### src/rtl/reduce_pkg.sv
// Shared opcode encoding, reduction families, identity values and FSM states
// for the two-requester reduce arbiter.
package reduce_pkg;

    localparam logic [2:0] OP_AND  = 3'd0;
    localparam logic [2:0] OP_NAND = 3'd1;
    localparam logic [2:0] OP_OR   = 3'd2;
    localparam logic [2:0] OP_NOR  = 3'd3;
    localparam logic [2:0] OP_XOR  = 3'd4;
    localparam logic [2:0] OP_XNOR = 3'd5;

    typedef enum logic [1:0] {
        FAM_AND = 2'd0,
        FAM_OR  = 2'd1,
        FAM_XOR = 2'd2
    } family_t;

    typedef enum logic [1:0] {
        ST_IDLE = 2'd0,
        ST_RUN  = 2'd1,
        ST_DONE = 2'd2
    } state_t;

    localparam logic ID_AND = 1'b1;
    localparam logic ID_OR  = 1'b0;
    localparam logic ID_XOR = 1'b0;

    function automatic family_t op_family(input logic [2:0] op);
        case (op)
            OP_AND, OP_NAND: return FAM_AND;
            OP_OR, OP_NOR:   return FAM_OR;
            default:         return FAM_XOR;
        endcase
    endfunction

    function automatic logic fam_identity(input family_t fam);
        case (fam)
            FAM_AND: return ID_AND;
            FAM_OR:  return ID_OR;
            default: return ID_XOR;
        endcase
    endfunction

    function automatic logic fam_combine(input family_t fam, input logic a, input logic b);
        case (fam)
            FAM_AND: return a & b;
            FAM_OR:  return a | b;
            default: return a ^ b;
        endcase
    endfunction

    function automatic logic op_inverts(input logic [2:0] op);
        return (op == OP_NAND) || (op == OP_NOR) || (op == OP_XNOR);
    endfunction

    // Opcodes 6 and 7 run through the datapath but always report 0.
    function automatic logic op_reserved(input logic [2:0] op);
        return op > OP_XNOR;
    endfunction

endpackage

### src/rtl/reduce_slice.sv
// Combinational reduction of one SLICE-bit chunk using the selected family operator.
module reduce_slice
    import reduce_pkg::*;
#(
    parameter int SLICE = 8
) (
    input  logic [SLICE-1:0] i_operand,
    input  logic [1:0]       i_family,
    output logic             o_result
);

    always_comb begin
        o_result = 1'b0;
        case (family_t'(i_family))
            FAM_AND: o_result = &i_operand;
            FAM_OR:  o_result = |i_operand;
            default: o_result = ^i_operand;
        endcase
    end

endmodule

### src/rtl/reduce_arbiter.sv
// Two-requester round-robin arbiter feeding a shared slice-serial bit reducer;
// one operation in flight, result held until the consumer takes it.
module reduce_arbiter
    import reduce_pkg::*;
#(
    parameter int WIDTH = 32,
    parameter int SLICE = 8
) (
    input  logic             CLK,
    input  logic             RESET,
    input  logic             req0_valid,
    output logic             req0_ready,
    input  logic [WIDTH-1:0] req0_data,
    input  logic [2:0]       req0_op,
    input  logic             req1_valid,
    output logic             req1_ready,
    input  logic [WIDTH-1:0] req1_data,
    input  logic [2:0]       req1_op,
    output logic             rsp_valid,
    input  logic             rsp_ready,
    output logic             rsp_data,
    output logic             rsp_id,
    output logic             busy
);

    localparam int NS = WIDTH / SLICE;
    localparam int CW = (NS > 1) ? $clog2(NS) : 1;
    localparam logic [CW-1:0] LAST_K = CW'(NS - 1);

    state_t           r_state;
    logic [WIDTH-1:0] r_data;
    logic [2:0]       r_op;
    logic             r_id;
    logic             r_last_grant;
    logic             r_acc;
    logic [CW-1:0]    r_cnt;
    logic             r_rsp_valid;
    logic             r_rsp_data;
    logic             r_rsp_id;
    logic             r_busy;

    logic             w_idle;
    logic             w_pick1;
    logic             w_accept;
    logic [WIDTH-1:0] w_sel_data;
    logic [2:0]       w_sel_op;
    family_t          w_family;
    logic             w_slice;
    logic             w_acc_next;

    // Ties go to the requester that was not granted last; ready is gated by reset.
    assign w_idle     = (r_state == ST_IDLE) && !RESET;
    assign w_pick1    = req1_valid && (!req0_valid || !r_last_grant);
    assign w_accept   = w_idle && (req0_valid || req1_valid);
    assign req0_ready = w_accept && !w_pick1;
    assign req1_ready = w_accept && w_pick1;
    assign w_sel_data = w_pick1 ? req1_data : req0_data;
    assign w_sel_op   = w_pick1 ? req1_op : req0_op;

    assign w_family   = op_family(r_op);
    assign w_acc_next = fam_combine(w_family, r_acc, w_slice);

    // The operand register shifts right, so the low slice is always the current one.
    reduce_slice #(
        .SLICE (SLICE)
    ) u_slice (
        .i_operand (r_data[SLICE-1:0]),
        .i_family  (w_family),
        .o_result  (w_slice)
    );

    always_ff @(posedge CLK) begin
        if (RESET) begin
            r_state      <= ST_IDLE;
            r_data       <= '0;
            r_op         <= '0;
            r_id         <= 1'b0;
            r_last_grant <= 1'b1;
            r_acc        <= 1'b0;
            r_cnt        <= '0;
            r_rsp_valid  <= 1'b0;
            r_rsp_data   <= 1'b0;
            r_rsp_id     <= 1'b0;
            r_busy       <= 1'b0;
        end else begin
            case (r_state)
                ST_IDLE: begin
                    if (w_accept) begin
                        r_data       <= w_sel_data;
                        r_op         <= w_sel_op;
                        r_id         <= w_pick1;
                        r_last_grant <= w_pick1;
                        r_acc        <= fam_identity(op_family(w_sel_op));
                        r_cnt        <= '0;
                        r_busy       <= 1'b1;
                        r_state      <= ST_RUN;
                    end
                end
                ST_RUN: begin
                    r_data <= r_data >> SLICE;
                    r_acc  <= w_acc_next;
                    r_cnt  <= r_cnt + CW'(1);
                    if (r_cnt == LAST_K) begin
                        r_rsp_valid <= 1'b1;
                        r_rsp_data  <= op_reserved(r_op) ? 1'b0 : (w_acc_next ^ op_inverts(r_op));
                        r_rsp_id    <= r_id;
                        r_state     <= ST_DONE;
                    end
                end
                ST_DONE: begin
                    if (rsp_ready) begin
                        r_rsp_valid <= 1'b0;
                        r_busy      <= 1'b0;
                        r_state     <= ST_IDLE;
                    end
                end
                default: begin
                    r_state <= ST_IDLE;
                end
            endcase
        end
    end

    assign rsp_valid = r_rsp_valid;
    assign rsp_data  = r_rsp_data;
    assign rsp_id    = r_rsp_id;
    assign busy      = r_busy;

endmodule

### config.mk
export PLATFORM = sky130hd
export DESIGN_NAME = reduce_arbiter
export DESIGN_NICKNAME = d
export VERILOG_FILES = /design/src/rtl/reduce_pkg.sv /design/src/rtl/reduce_slice.sv /design/src/rtl/reduce_arbiter.sv
export SDC_FILE = /design/constraint.sdc
export NUM_CORES = 1
export LEC_CHECK = 0
export BUFFER_PORTS_ARGS = -buffer_cell sky130_fd_sc_hd__buf_2
export CORE_ASPECT_RATIO = 0.6
export CORE_MARGIN = 2
export CORE_UTILIZATION = 45
export DETAILED_ROUTE_END_ITERATION = 16
export HOLD_SLACK_MARGIN = 0.08
export PLACE_DENSITY_LB_ADDON = 0.2
export SYNTH_ARGS = -nofsm -noshare
export SYNTH_HDL_FRONTEND = slang
export SYNTH_SLANG_ARGS = --single-unit
### constraint.sdc
create_clock -name CLK -period 2.18 [get_ports CLK]
set_input_delay 0.436 -clock CLK [delete_from_list [all_inputs] [get_ports CLK]]
set_output_delay 0.436 -clock CLK [all_outputs]
set_load 0.02 [all_outputs]
==> impl_results.md <==
* Pleak at 1.29 nW
* Critical Path AT at 1620 ps
* Post-Syn Instances at 258
* Die area at 5890 µm²
* Nets at 425
* Clock share of power at 0.256
* Drt via density at 5.55
* Worst Hold End: r_data[30]
* Final setup fails at 0
* Final Power at 2.07 mW
* Initial antenna violation count at 0
* Cell Pwr Density at 694 nW/µm²
* Core ar. at 5080 µm²
* Clk slew on worst S/H paths at 80 ps
* GRT overflow at 0
* Initial DRC count at 153
* R2r worst-path depth at 10
* Smallest hold slack at 397 ps
* Sequential fraction of design power at 0.474
* # port buffers at 80
* Fillers at 490
* Worst slew pin tran at 580 ps
* Internal power at 1.44 mW
* DRT antenna net count at 0
* Num CTS Buffers at 5
* Net Count, Synth at 344
* Final Hold Fails at 0
* All-Layer GR Usage at 0.218
* MaxCap Viol Count at 0
* Layout cells sized above 1 at 0.362
* Worst min path class: input port to flop
* Initial core utilization at 0.467
* Psw at 0.630 mW
* Register Area at 931 µm²
* Max Slew Vio Count at 0
* Crit path kind: flop to output pin
* Drt pass-1 iters at 7
* Root Buffer: clkbuf_8
* Number of synthesized flops with an enable pin at 0
* Setup Skew at 6.91 ps
* Post-DP HPWL at 4610 µm
* Multi-input logic area at 1330 µm²
* First-pass GRT wire length at 10100 µm
* Total number of vias at 2254
* Drt total wl at 6260 µm
* Most frequent cell after synthesis: dfxtp_1
* Mapped Area at 2370 µm²
* Clock period minus worst slack at 2050 ps
* Largest net degree at the start of global routing at 24
* Area leader, netlist: dfxtp_1
* RR Startpoint: r_data[3]
* Worst path required time at 1740 ps
* DRC viols at 0
* Synthesis-to-layout area growth at 25.8%
* Worst IR Drop VDD at 0.344 mV
* Final period utilization at 0.942
* CP Launch Type: flop
* Syn_area_per_cell at 9.20 µm²
* Register area share after synthesis at 0.388
* GP Congestion at 0.796
* Reg2Reg Setup Slack at 160 ps
* Critical R2R Capture: rsp_data
* Final core utilization at 0.588
* Vias in the first global route at 2151
* Routed wire per std cell at 15.4 µm
* Combinational share of power at 0.270
* Synth cell types at 47
* Clock Tree Buf Depth at 2
* Share of the synthesized area in the top cell type at 0.388
* H-tree Lvls at 2
* Number of I/O pins at 81
* FF+latch count, synth at 46
* Die height at 60.3 µm
* Post-synth top cells: dfxtp_1 (46), nor2_1 (26), a222oi_1 (20), nand2_1 (20), a21oi_1 (17)
* Yosys warns at 0
* Synth Flop Type: dfxtp_1
* Status: finished, final reports clean
* Top cells by area, synth: dfxtp_1 (39%), a222oi_1 (8.4%), ha_1 (5.8%), nor2_1 (4.1%), a21oi_1 (3.6%)
* CTS tree: done
* Highest clock rate at 0.487 GHz
* Asr flop ratio synth at 0
* Rows at 20
* WHS Path Cells at 3
* # diodes at 0
* Switch share at 0.304
* Hold Path Origin: req1_data[30]
* Clk Latency, worst-skew pair at 290 ps
* Die Wd at 97.8 µm
* Worst Setup End Kind: output pin
* CP Max Fanout at 16
* Sink Count at 46
* Rel. slew slack at 0.613
* RSZ-0062 raised after global routing: false
how the worst max path moves through the flow:
stage / endpoint / from
4_1_cts: r_acc / r_data[2]
3_3_place_gp: r_acc / r_data[4]
3_5_place_dp: rsp_data / r_data[2]
2_1_floorplan: r_acc / r_data[4]
5_1_grt: rsp_data / r_data[0]
6_report: req0_ready / r_state[1]
flip-flops by register name (all words and copies together), names as in the netlist:
signal,count
rsp_data,1
r_acc,1
rsp_id,1
r_data,32
r_cnt,2
r_state,2
r_last_grant,1
rsp_valid,1
busy,1
r_op,3
r_id,1
cell type report:
class,count,area share
clock inverters,1,0.00168
inverters,11,0.0138
multi-input cells,181,0.446
repair buffers,94,0.171
clock buffers,7,0.0289
well taps,66,0.0276
flip-flops and latches,46,0.312
placed cells by master (no fill, tap or decap), types with 3 or more instances in the layout:
master / instances
o21ai_0: 8
buf_4: 13
nand3_1: 8
a211oi_1: 6
mux2_2: 3
dfxtp_2: 8
o41ai_1: 3
o21ai_1: 4
dfxtp_1: 38
o22ai_1: 5
buf_2: 80
clkbuf_8: 6
ha_1: 9
nand2_1: 20
a21oi_1: 17
nor2b_1: 3
nor2_1: 26
inv_1: 11
a222oi_1: 20
mux2i_1: 6
and2b_1: 3
mux2_1: 5
per-layer routing:
layer | GRT usage | up-vias | share of wire
met5 | 0 | - | 0
met4 | 0.0437 | 0 | 0.0026
met3 | 0.0398 | 2 | 0.061
met2 | 0.357 | 75 | 0.44
met1 | 0.307 | 1048 | 0.50
li1 | - | 1129 | -
kinds of logic (layout without fill, tap and decap cells):
group           after synthesis  after routing  synth area share
buf+inv                      31            113            0.0733
fa+ha+maj                    11             11            0.0580
compound gates               79             79             0.257
flops                        46             46             0.388
mux                          14             14            0.0633
xor+xnor                      3              3            0.0111
simple gates                 74             74             0.150
power by group through the flow:
| stage | clock network (mW) | registers [mW] | logic [mW] |
|---|---|---|---|
| 4_1_cts | 0.542 | 0.976 | 0.526 |
| 5_1_grt | 0.587 | 0.992 | 0.624 |
| 3_5_place_dp | 0 | 0.996 | 0.522 |
| 2_1_floorplan | 0 | 0.983 | 0.360 |
| 6_report | 0.530 | 0.982 | 0.560 |
| 3_3_place_gp | 0 | 0.991 | 0.514 |
metrics by stage:
step                      setup slack, ps  area (µm²)  setup TNS, ps  std cells
after floorplan                       201        2370              0        258
after global placement               79.4        2820              0        396
after detailed placement            -9.91        2820          -19.2        396
after CTS                            71.8        2910              0        404
after global routing                 7.76        2990              0        406
final                                 126        2990              0        406
critical path, cell delays in order (launching register included):
cell and delay [ps]:
dfxtp_1 440, nor3_4 250, and3_1 270, buf_6 190, buf_2 180
what timing repair did:
item / CTS / global route
setup endpoints to repair: 2 / 3
pin swaps: 0 / 4
resized for setup: 1 / 15
gates cloned: 0 / 0
hold buffers: 0 / 0
setup buffers: 0 / 2
(Power assumes the default switching activity.)
